## src/rtl/array_window_buf.sv

```systemverilog
// -----------------------------------------------------------------------------
// array_window_buf
//
// Circular buffer whose storage and I/O are unpacked arrays. Supports
// single-entry push/pop, whole-array load, broadcast fill, and exposes a
// WIN-entry read window that starts at the read pointer.
//
// Parameters
//   WIDTH  bits per entry
//   DEPTH  number of entries (power of 2, >= 2)
//   WIN    window length (1 <= WIN <= DEPTH)
//
// Ports
//   clk        clock, all state changes on the rising edge
//   rst_n      asynchronous reset, active low
//   in_valid   push request
//   in_ready   push can be accepted this cycle (!full || pop_ok)
//   in_data    entry to push
//   pop        pop request, ignored when empty
//   load       replace the whole buffer with load_data (slot i <= element i)
//   load_data  unpacked [DEPTH-1:0] array of entries
//   fill       write fill_data into every slot
//   fill_data  broadcast value
//   head_data  entry at the read pointer, 0 when empty
//   win_data   unpacked [WIN-1:0]; win_data[i] = mem[(rd_ptr+i) mod DEPTH]
//   win_valid  count >= WIN
//   count      occupancy 0..DEPTH
//   full       count == DEPTH
//   empty      count == 0
//
// Priority each cycle: load > fill > push/pop.
// -----------------------------------------------------------------------------
module array_window_buf #(
    parameter int WIDTH = 4,
    parameter int DEPTH = 4,
    parameter int WIN   = 2
) (
    input  logic                     clk,
    input  logic                     rst_n,
    input  logic                     in_valid,
    output logic                     in_ready,
    input  logic [WIDTH-1:0]         in_data,
    input  logic                     pop,
    input  logic                     load,
    input  logic [WIDTH-1:0]         load_data [DEPTH-1:0],
    input  logic                     fill,
    input  logic [WIDTH-1:0]         fill_data,
    output logic [WIDTH-1:0]         head_data,
    output logic [WIDTH-1:0]         win_data [WIN-1:0],
    output logic                     win_valid,
    output logic [$clog2(DEPTH):0]   count,
    output logic                     full,
    output logic                     empty
);

    localparam int PW = $clog2(DEPTH);
    localparam int CW = PW + 1;

    // Registered state
    logic [WIDTH-1:0] mem_q [DEPTH-1:0];
    logic [WIDTH-1:0] mem_d [DEPTH-1:0];
    logic [PW-1:0]    rd_ptr_q;
    logic [PW-1:0]    rd_ptr_d;
    logic [PW-1:0]    wr_ptr_q;
    logic [PW-1:0]    wr_ptr_d;
    logic [CW-1:0]    count_q;
    logic [CW-1:0]    count_d;

    // Per-cycle handshake qualifiers
    logic pop_ok;
    logic push_ok;
    logic full_s;
    logic empty_s;
    logic in_ready_s;

    // Occupancy flags and handshake qualification
    always_comb begin
        empty_s    = (count_q == {CW{1'b0}});
        full_s     = (count_q == CW'(DEPTH));
        pop_ok     = pop && !empty_s;
        // A pop in the same cycle frees a slot, so a full buffer can still accept.
        in_ready_s = !full_s || pop_ok;
        push_ok    = in_valid && in_ready_s && !load && !fill;
    end

    // Next-state computation: load wins over fill, fill wins over push/pop
    always_comb begin
        mem_d    = mem_q;
        rd_ptr_d = rd_ptr_q;
        wr_ptr_d = wr_ptr_q;
        count_d  = count_q;
        if (load) begin
            mem_d    = load_data;
            rd_ptr_d = {PW{1'b0}};
            wr_ptr_d = {PW{1'b0}};
            count_d  = CW'(DEPTH);
        end else if (fill) begin
            for (int i = 0; i < DEPTH; i++) begin
                mem_d[i] = fill_data;
            end
            count_d = CW'(DEPTH);
        end else begin
            if (push_ok) begin
                mem_d[wr_ptr_q] = in_data;
                // DEPTH is a power of 2, so the natural PW-bit wrap is mod DEPTH.
                wr_ptr_d        = wr_ptr_q + PW'(1);
            end else begin
                wr_ptr_d = wr_ptr_q;
            end
            if (pop_ok) begin
                rd_ptr_d = rd_ptr_q + PW'(1);
            end else begin
                rd_ptr_d = rd_ptr_q;
            end
            case ({push_ok, pop_ok})
                2'b10:   count_d = count_q + CW'(1);
                2'b01:   count_d = count_q - CW'(1);
                default: count_d = count_q;
            endcase
        end
    end

    // State registers with asynchronous active-low reset
    always_ff @(posedge clk or negedge rst_n) begin
        if (!rst_n) begin
            for (int i = 0; i < DEPTH; i++) begin
                mem_q[i] <= {WIDTH{1'b0}};
            end
            rd_ptr_q <= {PW{1'b0}};
            wr_ptr_q <= {PW{1'b0}};
            count_q  <= {CW{1'b0}};
        end else begin
            mem_q    <= mem_d;
            rd_ptr_q <= rd_ptr_d;
            wr_ptr_q <= wr_ptr_d;
            count_q  <= count_d;
        end
    end

    // Output decode from registered state; only in_ready also sees the pop input
    always_comb begin
        full      = full_s;
        empty     = empty_s;
        in_ready  = in_ready_s;
        count     = count_q;
        win_valid = (count_q >= CW'(WIN));
        if (empty_s) begin
            head_data = {WIDTH{1'b0}};
        end else begin
            head_data = mem_q[rd_ptr_q];
        end
        // Window entries beyond count show stale contents; win_valid qualifies them.
        for (int i = 0; i < WIN; i++) begin
            win_data[i] = mem_q[rd_ptr_q + PW'(i)];
        end
    end

endmodule

```

## config.mk

```make
export PLATFORM = sky130hd
export DESIGN_NAME = array_window_buf
export DESIGN_NICKNAME = d
export VERILOG_FILES = /design/src/rtl/array_window_buf.sv
export SDC_FILE = /design/constraint.sdc
export NUM_CORES = 1
export LEC_CHECK = 0
export CAP_MARGIN = 20
export CORE_MARGIN = 2
export CORE_UTILIZATION = 51
export CTS_CLUSTER_DIAMETER = 50
export CTS_CLUSTER_SIZE = 12
export DETAILED_ROUTE_END_ITERATION = 6
export GPL_TIMING_DRIVEN = 0
export PLACE_DENSITY_LB_ADDON = 0.25
export SETUP_SLACK_MARGIN = 0.2
export SLEW_MARGIN = 10
export SYNTH_ARGS = -nofsm -noshare
export SYNTH_HDL_FRONTEND = slang
export SYNTH_SLANG_ARGS = --single-unit
```

## constraint.sdc

```tcl
create_clock -name clk -period 3 [get_ports clk]
set_input_delay 0.3 -clock clk [delete_from_list [all_inputs] [get_ports clk]]
set_output_delay 0.3 -clock clk [all_outputs]
set_load 0.01 [all_outputs]
```

==> flow_summary_export.csv <==
group,metric,value,unit
clock_tree,cts.path.max_buffers,2,
final_layout,syn2layout_area_growth,33.0,%
route,vias,1554,
logic_synthesis,synth_cell_type_count,27,
pwr,seqPwrFrac,0.439,
worst_setup_path,rr_endpoint,"count[2]$_DFFE_PN0P_",
placed_design,gp_congestion,0.825,
final_layout,final_nets,269,
pwr,combPwrFrac,0.385,
route,vias_per_cell,5.63,
final_layout,mostFrequentLayoutCells,"clkdlybuf4s50_1 (46), a21oi_1 (30), dfrtp_1 (23)",
sta,timing.final.crit_share,0.857,
die,die_y,61.6,um
die,start_util,0.544,
die,coreArea,0.00310,mm2
global_routing,gr-usage-all-layers,0.247,
global_routing,grt_pass1_vias,1524,
route,drc,0,
clock_tree,cts_hold_buf,0,
worst_setup_path,regToRegSetupSlack,0.76,ns
sta,hold-worst-slack,0.198,ns
placed_design,port_buffers,46,
run,cap_violations,0,
logic_synthesis,synth_nets,217,
clock_tree,cts_tree,"done",
placed_design,hpwl,3290,um
sta,slew_violations,0,
global_routing,grt-ovfl-total,0,
sta,fmax,389,MHz
route,wl_per_cell,15.3,um
route,postRouteAntennaNets,0,
final_layout,final_util,0.724,
final_layout,final_common_cell,"clkdlybuf4s50_1",
sta,worst_pin_slew,0.676,ns
logic_synthesis,ys_seq_area_frac,0.341,
worst_setup_path,regToRegStartpoint,"count[1]$_DFFE_PN0P_",
worst_setup_path,startpoint,"rd_ptr_q[1]$_DFFE_PN0P_",
die,dieWidth,61.6,um
global_routing,grt_max_degree,24,
worst_setup_path,worstSetupPathType,"reg2out",
logic_synthesis,synth_cells,181,
worst_setup_path,cp-start-kind,"flip-flop",
pwr,leakage,0.851,nW
final_layout,n_fill_cell,280,
logic_synthesis,avgSynthCellArea,9.33,um2
global_routing,antenna_found_initial,0,
clock_tree,post_cts_resized,0,
sta,grt_setup_unrepaired,"no",
global_routing,grt_pass1_wl,7010,um
clock_tree,clock_latency,0.31,ns
clock_tree,clock_sinks,23,
pwr,p_clk_frac,0.176,
worst_setup_path,cp.arrival,2.27,ns
worst_setup_path,worstRegToRegCells,7,
worst_hold_path,hold_path_class,"in2async",
worst_setup_path,endpoint_kind,"output pin",
clock_tree,numCtsBuffers,3,
clock_tree,cts_root_buffer,"clkbuf_4",
pwr,powerDensity,373,mW/mm2
die,rows,20,
logic_synthesis,ys_ff_latch,23,
die,fp.dieArea,0.00379,mm2
outcome,status,"complete, no violations",
sta,period_needed,2.57,ns
clock_tree,h-tree-depth,1,
route,drt-initial-drc-count,154,
clock_tree,path_clk_slew,0.13,ns
die,ios,49,
logic_synthesis,synth_warnings,0,
sta,setup_tns,0,ns
pwr,switchingPower,0.000262,W
pwr,ir_drop,264,uV
worst_setup_path,crit_fanout,10,
route,first_pass_iters,4,
worst_setup_path,crit_required,2.70,ns
final_layout,num_antenna_cells,0,
sta,final_hold_viol_count,0,
route,wirelength,4210,um
sta,setup_violations,0,
final_layout,drive_gt1_frac,0.129,
sta,fin_skew,0.00449,ns
sta,max-slew-margin-rel,0.544,
logic_synthesis,syn_area,0.00169,mm2
pwr,p_int,0.000575,W
pwr,power_switching_share,0.313,
clock_tree,cts_setup_buffers,0,
==> worst max path at each step <==
| stage | end | slack, ns | cells after the start |
|---|---|---|---|
| floorplan | count[2]$_DFFE_PN0P_ | 0.95 | 7 |
| global placement | count[1]$_DFFE_PN0P_ | 0.71 | 8 |
| detailed placement | count[1]$_DFFE_PN0P_ | 0.65 | 8 |
| CTS | head_data[1] | 0.40 | 5 |
| global route | head_data[1] | 0.27 | 5 |
| finish | head_data[1] | 0.43 | 5 |
==> power by group through the flow <==
stage               Clock (W)  Sequential (W)  Combinational (W)
finish               0.000148        0.000367           0.000322
global route         0.000167        0.000371           0.000350
CTS                  0.000149        0.000366           0.000320
detailed placement          0        0.000373           0.000318
global placement            0        0.000369           0.000308
floorplan                   0        0.000366           0.000168
==> synthesized netlist by cell type <==
library cell	count	area [um2]
nand2b_1	2	12.5
mux2_2	21	236
dfrtp_1	23	576
a211oi_1	4	30.0
nand2_1	4	15.0
o21ai_0	7	35.0
nand3_1	2	10.0
or3_1	3	18.8
nor3_1	3	15.0
mux2i_1	10	100
xor2_1	1	8.76
nor2b_1	16	100
a21oi_1	30	150
ha_1	5	62.6
or2_2	1	6.26
buf_6	1	11.3
o31ai_1	1	7.51
nor2_1	11	41.3
buf_2	1	5.00
buf_4	1	7.51
inv_1	5	18.8
nor4b_4	1	23.8
fa_1	1	20.0
nand3b_1	17	128
xnor2_1	1	8.76
nor3b_1	2	15.0
clkbuf_1	7	26.3
==> sequential cells by signal, summed over array words and instances (netlist names) <==
| name | flops |
|---|---|
| mem_q | 16 |
| wr_ptr_q | 2 |
| count | 3 |
| rd_ptr_q | 2 |
==> final cells by class <==
cell class / instances / area [um2] / share of cell area
flip-flops and latches: 23 / 576 / 0.256
clock buffers: 4 / 26.3 / 0.0117
repair buffers: 47 / 475 / 0.212
well taps: 44 / 55.1 / 0.0245
multi-input cells: 143 / 1040 / 0.465
inverters: 5 / 18.8 / 0.00836
plain buffers: 10 / 50.0 / 0.0223
==> through the flow <==
stage / worst slack, ns / cells / power (W) / cell area, um2
2_1_floorplan: 0.948 / 181 / 0.000535 / 1690
3_3_place_gp: 0.714 / 271 / 0.000677 / 2200
3_5_place_dp: 0.646 / 271 / 0.000691 / 2200
4_1_cts: 0.404 / 275 / 0.000835 / 2230
5_1_grt: 0.267 / 276 / 0.000889 / 2250
6_report: 0.429 / 276 / 0.000837 / 2250
==> logic make-up (layout without fill, tap and decap cells) <==
logic type / after synthesis / count (layout) / share of synthesized area
compound gates: 42 / 42 / 0.132
xor+xnor: 2 / 2 / 0.0104
fa+ha+maj: 6 / 6 / 0.0489
buf+inv: 15 / 66 / 0.0407
flops: 23 / 23 / 0.341
mux: 31 / 31 / 0.199
simple gates: 62 / 62 / 0.228
==> worst max-delay path: stages, from the launching register on <==
cell and delay (ns):
dfrtp_1 0.35, clkbuf_1 0.28, buf_2 0.33, mux2i_1 0.14, a211oi_1 0.27, clkdlybuf4s50_1 0.58
==> per-layer routing <==
metal	share of wire	routed length [um]	GRT usage
met5	0	0	0
met4	0.0067	28	0.0486
met3	0.048	202	0.0336
met2	0.50	2100	0.418
met1	0.45	1880	0.340
Note: power is estimated with default switching activity, not from simulation.
